===== src/rtl/allocator_6_80.sv =====
// Output-port allocator for one crossbar output: round-robin arbitration among the
// inputs, grant held for a whole wormhole packet, registered one-hot mux select.
module allocator_6_80 #(
  parameter int N_IN = 6
) (
  input  logic            clock,
  input  logic            reset,
  input  logic [N_IN-1:0] req,
  input  logic [N_IN-1:0] tail,
  input  logic            out_ready,
  output logic [N_IN-1:0] mux_sel,
  output logic            out_valid,
  output logic [N_IN-1:0] in_ack
);

  localparam int PW = $clog2(N_IN);

  logic [N_IN-1:0] grant_q, grant_d;
  logic [PW-1:0]   ptr_q, ptr_d;

  logic            locked;
  logic            gnt_req;
  logic            xfer;
  logic            release_now;
  logic            arb_en;
  logic [N_IN-1:0] cand;

  assign locked      = |grant_q;
  assign gnt_req     = |(grant_q & req);
  assign xfer        = gnt_req & out_ready;
  assign release_now = xfer & |(grant_q & tail);
  assign arb_en      = ~locked | release_now;
  // Masking with the current grant drops the releasing input; when free it is a no-op.
  assign cand        = req & ~grant_q;

  assign mux_sel   = grant_q;
  assign out_valid = gnt_req;
  assign in_ack    = grant_q & {N_IN{xfer}};

  always_comb begin
    logic          found;
    logic [PW-1:0] idx;
    // NOTE: every variable gets a default first so no path leaves it unassigned (no latch).
    grant_d = grant_q;
    ptr_d   = ptr_q;
    found   = 1'b0;
    idx     = '0;
    if (arb_en) begin
      grant_d = '0;
      for (int off = 0; off < N_IN; off++) begin
        idx = PW'((int'(ptr_q) + off) % N_IN);
        if (!found && cand[idx]) begin
          found        = 1'b1;
          grant_d[idx] = 1'b1;
          ptr_d        = (idx == PW'(N_IN - 1)) ? '0 : idx + 1'b1;
        end
      end
    end
  end

  // NOTE: sequential state uses non-blocking assignments so all registers update together.
  always_ff @(posedge clock or posedge reset) begin
    if (reset) begin
      grant_q <= '0;
      ptr_q   <= '0;
    end else begin
      grant_q <= grant_d;
      ptr_q   <= ptr_d;
    end
  end

endmodule


===== config.mk =====
export PLATFORM = sky130hd
export DESIGN_NAME = allocator_6_80
export DESIGN_NICKNAME = d
export VERILOG_FILES = /design/src/rtl/allocator_6_80.sv
export SDC_FILE = /design/constraint.sdc
export NUM_CORES = 1
export LEC_CHECK = 0
export BUFFER_PORTS_ARGS = -buffer_cell sky130_fd_sc_hd__buf_2
export CELL_PAD_IN_SITES_DETAIL_PLACEMENT = 0
export CELL_PAD_IN_SITES_GLOBAL_PLACEMENT = 1
export CORE_MARGIN = 8
export CORE_UTILIZATION = 43
export DETAILED_ROUTE_END_ITERATION = 16
export PLACE_DENSITY = 0.92
export SLEW_MARGIN = 20
export SYNTH_ARGS = -nofsm -noshare
export SYNTH_HDL_FRONTEND = slang
export SYNTH_SLANG_ARGS = --single-unit

===== constraint.sdc =====
create_clock -name clock -period 3.78 [get_ports clock]
set_clock_uncertainty 0.15 [all_clocks]
set_input_delay 0.378 -clock clock [delete_from_list [all_inputs] [get_ports clock]]
set_output_delay 0.378 -clock clock [all_outputs]
set_load 0.005 [all_outputs]

=== After elaboration in Yosys (flattened, before gate mapping) ===
Cells that the tools add are included.

* Bits in latches: 0
* Memories kept: 0
* Input port bits: 15
* Output and inout bits: 13
* RAM bits: 0
* Register bits: 9
* Word-level logic and storage cells: 129
* Bits in read-only memories: 0

* Shift-type cells: 0
* Equality and inequality tests: 6
* Reduce and logical (&&, ||, !) cells: 21
* Divide/modulo/power cells: 6
* Bitwise logic cells: 14
* Multiplexer cells: 57
* $lt $le $gt $ge: 12
* $mul: 0
* $add $sub $neg: 11

{| class="wikitable"
|+ Operators by type and width
! cell !! number
|-
| modulo 32 x 4 -> 32 bit, second input constant || 5
|-
| two-way mux 6 bit || 11
|-
| two-way mux 3 bit || 12
|-
| modulo 4 x 4 -> 32 bit, second input constant || 1
|-
| OR 6 bit || 5
|-
| bitwise AND 6 bit || 4
|-
| less-than comparator 3 x 4 -> 1 bit, second input constant || 6
|-
| two-way mux 1 bit || 22
|-
| adder 3 x 1 -> 3 bit, second input constant || 6
|-
| binary-select mux 1 bit (select 3 bit) || 6
|-
| demux 1 bit (select 3 bit) || 6
|-
| == test 3 bit, second input constant || 6
|-
| >= comparator 3 x 1 -> 1 bit, second input constant || 6
|-
| OR reduction 6 bit || 3
|-
| logical AND 1 bit || 11
|-
| adder 3 x 2 -> 4 bit, second input constant || 2
|-
| adder 3 x 3 -> 4 bit, second input constant || 2
|-
| NOT 6 bit || 1
|-
| nonzero test 6 bit || 1
|-
| logical NOT 1 bit || 5
|-
| adder 3 x 1 -> 4 bit, second input constant || 1
|-
| bitwise AND 1 bit || 2
|-
| AND reduction 2 bit || 1
|-
| NOT 1 bit || 1
|-
| OR 1 bit || 1
|}

=== Longest topological paths before layout ===
* Depth in word-level cells: 26
* Gate-level depth with buffers: 17

=== Worst setup path before layout ===
Ideal clock, no wire load.

* Kind: register to register
* Start: reg ptr_q[0]
* End: reg grant_q[4], in the netlist mux_sel[4]
* Stages on the path, launching flop included: 18
* Arrival time: 3.130 ns
* Slack: 0.413 ns
* Library setup time: 0.087 ns
* Data required time: 3.543 ns
* Path through: dfrtp_1 -> buf_6 -> buf_6 -> inv_2 -> buf_4 -> ha_1 -> xor2_2 -> inv_2 -> ha_1 -> nor2b_1 -> a21o_1 -> nor2_1 -> o32ai_2 -> nand2_1 -> buf_2 -> nor3_1 -> nor4_1 -> a211oi_2

* Word-level cells in the longest chain between the ends: 24
* Elaborated cells between the ends (all ways): 89
* Classes of those cells: 5 x add/sub; 6 x div; 12 x order compare; 45 x mux; 5 x bitwise; 16 x reduce/logical

{| class="wikitable"
|+ RTL lines
! item !! line !! text
|-
| start: declaration || 19 || <nowiki>logic [PW-1:0] ptr_q, ptr_d;</nowiki>
|-
| start signal: assignment || 68 || <nowiki>ptr_q <= ptr_d;</nowiki>
|-
| branches (longest 23 deep; another with modulo 32 x 4 -> 32 bit) || n/a ||
|-
| two-way mux 6 bit (*) || 52 || <nowiki>if (!found && cand[idx]) begin</nowiki>
|-
| end signal: assignment || 67 || <nowiki>grant_q <= grant_d;</nowiki>
|-
| end: declaration || 18 || <nowiki>logic [N_IN-1:0] grant_q, grant_d;</nowiki>
|}

Mark *: on every way between the ends. The select of a mux whose other input is x is not followed.
A chain may end at the register's enable or synchronous reset.

=== Worst setup path in the final report ===
* Start: reg ptr_q[1]
* End: reg grant_q[3], in the netlist mux_sel[3]

Same word-level chain as after synthesis.

==> metrics.md <==
| Metric | Value |
|---|---|
| Largest net degree at the start of global routing | `25` |
| Number of flops mapped to enable cells by yosys | `0` |
| Most frequent CP cell | `ha_1` |
| Number of top-level pins | `28` |
| CTS Buf Count | `3` |
| Final setup violating endpoints | `0` |
| Core Box Area | `roughly 4700 um^2` |
| Critical Path, Cell by Cell | `inv_1 -> ha_1 -> a21oi_4 -> inv_2 -> ha_1 -> nor2b_1 -> a21o_1 -> nor2_1 -> o32ai_2 -> nand2_2 -> a41o_1 -> nor3_1 -> a211oi_1` |
| Cell family with most CP delay | `compound AO/OA/AOI/OAI gates` |
| DP HPWL | `roughly 4900 um` |
| Class of the tightest hold or removal check | `input port to asynchronous set/reset pin` |
| Syn. warnings | `0` |
| Clock Pin Slew Worst Setup and Hold Paths | `0.05 ns` |
| Min setup slack post-route | `0.292 ns` |
| Worst-case clock buffer depth | `2` |
| Maximum single-stage delay on the critical path | `0.50 ns` |
| Peak fanout along the critical path | `13` |
| Critical-path cell with the highest stage delay | `dfrtp_1` |
| Iter 0 DRT Violations | `217` |
| Transition at the pin with the smallest max-transition slack | `approximately 0.96 ns` |
| Setup slack of the most critical reg-to-reg path | `0.29 ns` |
| GRT Residual Overflow | `0` |
| Reg-to-reg critical path endpoint | `mux_sel[3]` |
| CP required | `3.73 ns` |
| Highest Clock Rate | `about 0.29 GHz` |
| Count of antenna-violating nets left after detailed routing | `0` |
| CTS HTree Levels | `1` |
| Number of search-and-repair iterations in the first detailed-routing pass | `5` |
| Syn_nets | `roughly 310` |
| Post-synthesis area per instance | `approximately 7.4 um^2` |
| Result of the run | `completed` |
| FFs w/ async S/R, synth | `1.00` |
| Total Routing Usage GR | `0.169` |
| N_diodes | `0` |
| Grt met3 use | `0.0463` |
| Placer congestion estimate | `between 0.9 and 1` |
| Worst slack after detailed placement | `about 0.19 ns` |
| Unrepaired setup endpoints after global routing | `no` |
| Cell area after layout | `~2300 um^2` |
| Minimum clock period after layout | `~3.5 ns` |
| Placed standard-cell area | `around 2200 um^2` |
| Element type at the critical path end | `flop` |
| Element type at the critical path start | `flop` |
| Routed wire length | `about 6300 um` |
| Clock latency at the later pin of the worst-skew pair | `0.25 ns` |
| Global-route wire length before repair | `a little over 10000 um` |
| Number of hold-slack violations in the final timing report | `0` |
| Root Buffer | `clkbuf_8` |
| Number of standard cells after synthesis | `between 200 and 300` |
| Slew Limit Fails | `0` |
| Worst Path Buf+Inv | `2` |
| Buffers on Ports | `27` |
| Arrival time of the worst setup path | `about 3.4 ns` |
| Initial antenna violation count | `0` |
| Crit path kind | `flop to flop` |
| Number of nets in the finished design | `330` |
| Row cnt | `25` |
| Effective utilization at floorplan | `0.442` |
| Final period util | `0.923` |
| Distinct cell type count after synthesis | `70` |
| Number of global-route vias before repair | `about 2100` |
| Count of vias placed by the detailed router | `~2300` |
| GRT busiest layer | `met2` |
| Register-to-Register Path Depth | `13` |
| Synth-to-Final Area Change | `10.6%` |
| Portion of the post-synthesis area used by sequential elements | `0.109` |
| Yosys reg bits | `9` |
| Die area | `between 7000 and 8000 um^2` |
| Sum Neg Setup Slack | `0 ns` |
| GR Util met2 | `0.284` |
| Clock sink count | `9` |
| Fraction of final layout cells sized beyond drive strength 1 | `0.238` |
| Max_cap viols | `0` |
| Relative slew margins | `0.360` |
| DRC | `0` |
| Post-Route Utilization | `0.488` |
| Combined area of all synthesized cells | `around 2100 um^2` |
| Die Span Y | `approximately 85 um` |
| Number of vias per cell after detailed routing | `between 6 and 7` |
| Most used DFF post-synth | `dfrtp_1` |
| Reg2reg start | `ptr_q[1]` |
| Routed length per placed instance | `17.8 um` |
| Clock tree from TritonCTS | `done` |
| Die X-Extent | `between 80 and 90 um` |
| Met1 layer usage reported by global route | `0.209` |
## cell families after synthesis
group                    Yosys count  share of synthesized area
AO/OA/AOI/OAI                     92                      0.331
XOR/XNOR                           5                     0.0340
adder cells (fa/ha/maj)           12                     0.0729
buffers and inverters             30                     0.0754
flip-flops                         9                      0.109
multiplexers                       8                     0.0523
AND/OR/NAND/NOR                  123                      0.325
## worst reg2reg max path: stages, from the launching register on
cell and delay [ns]:
dfrtp_1 0.50, inv_1 0.17, ha_1 0.28, a21oi_4 0.24
inv_2 0.09, ha_1 0.29, nor2b_1 0.27, a21o_1 0.21
nor2_1 0.06, o32ai_2 0.26, nand2_2 0.23, a41o_1 0.31
nor3_1 0.21, a211oi_1 0.07
## state kept, by name, summed over array words and instances, names as in the netlist
| register | flops |
|---|---|
| mux_sel | 6 |
| ptr_q | 3 |
## layout make-up
cell class | count | area, um^2
clock buffer | 4 | 45.0
inverter | 12 | 45.0
sequential | 9 | 225
tap | 54 | 67.6
multi-input combinational | 240 | 1680
fill | 453 | 2380
timing repair buffer | 37 | 213
## placed cells by master (no fill, tap or decap), types with 3 or more instances in the layout
cell and count:
buf_4 9, a22oi_1 8, inv_1 8, and2_1 3, nand2_1 28, o21ai_2 3, a21o_1 3, buf_2 27
nand2b_1 4, o21ai_0 10, and2_4 3, inv_2 4, o22ai_1 3, a31oi_1 4, and3_1 8, nor4_1 5
a21oi_1 14, nand3_1 9, nor2b_1 5, nand3b_1 4, o31ai_1 7, mux2i_1 4, clkbuf_8 3, o21ai_1 4
nor2_1 27, nor3_1 9, dfrtp_1 9, o211ai_1 5, a211oi_1 5, ha_1 12, o21a_1 6
## metrics by stage
| stage | hold WS (ns) | std cells |
|---|---|---|
| 2_1_floorplan | 0.0559 | 279 |
| 3_3_place_gp | 0.209 | 351 |
| 3_5_place_dp | 0.216 | 351 |
| 4_1_cts | 0.488 | 356 |
| 5_1_grt | 0.530 | 356 |
| 6_report | 0.491 | 356 |
## cells in the mapped netlist (all sizes together) (7+ instances only)
| cell | n | area, um^2 |
|---|---|---|
| o31ai | 7 | 52.6 |
| dfrtp | 9 | 225 |
| nand2 | 31 | 126 |
| nand3 | 10 | 55.1 |
| nor2 | 28 | 108 |
| o21ai | 17 | 96.4 |
| inv | 12 | 45.0 |
| buf | 13 | 91.3 |
| a21oi | 15 | 86.3 |
| and3 | 8 | 50.1 |
| nor3 | 9 | 45.0 |
| a22oi | 8 | 60.1 |
| ha | 12 | 150 |
## timing repair
item | in CTS | in global routing
endpoints found under the hold margin | 9 | 0
setup endpoints to repair | 0 | 6
setup buffers | 0 | 0
resized for setup | 0 | 1
hold buffers | 1 | 0
## per-layer routing
layer | routed length [um] | vias to the layer above | share of wire
met1 | 2710 | 1075 | 0.43
met3 | 614 | 10 | 0.097
met5 | 0 | - | 0
met2 | 2940 | 109 | 0.46
li1 | - | 1097 | -
met4 | 72 | 0 | 0.011
## how the worst max path moves through the flow
stage	start	end	slack, ns	cells past startpoint
after global routing	ptr_q[1]	mux_sel[4]	0.03	13
after floorplan	ptr_q[0]	mux_sel[4]	0.41	17
final	ptr_q[1]	mux_sel[3]	0.29	13
after CTS	ptr_q[1]	mux_sel[4]	0.19	13
after global placement	ptr_q[1]	mux_sel[4]	0.34	13
after detailed placement	ptr_q[1]	mux_sel[4]	0.19	13
Power is not shown: default switching activity piles up to over one toggle a cycle in this logic, so the estimate is an artifact.
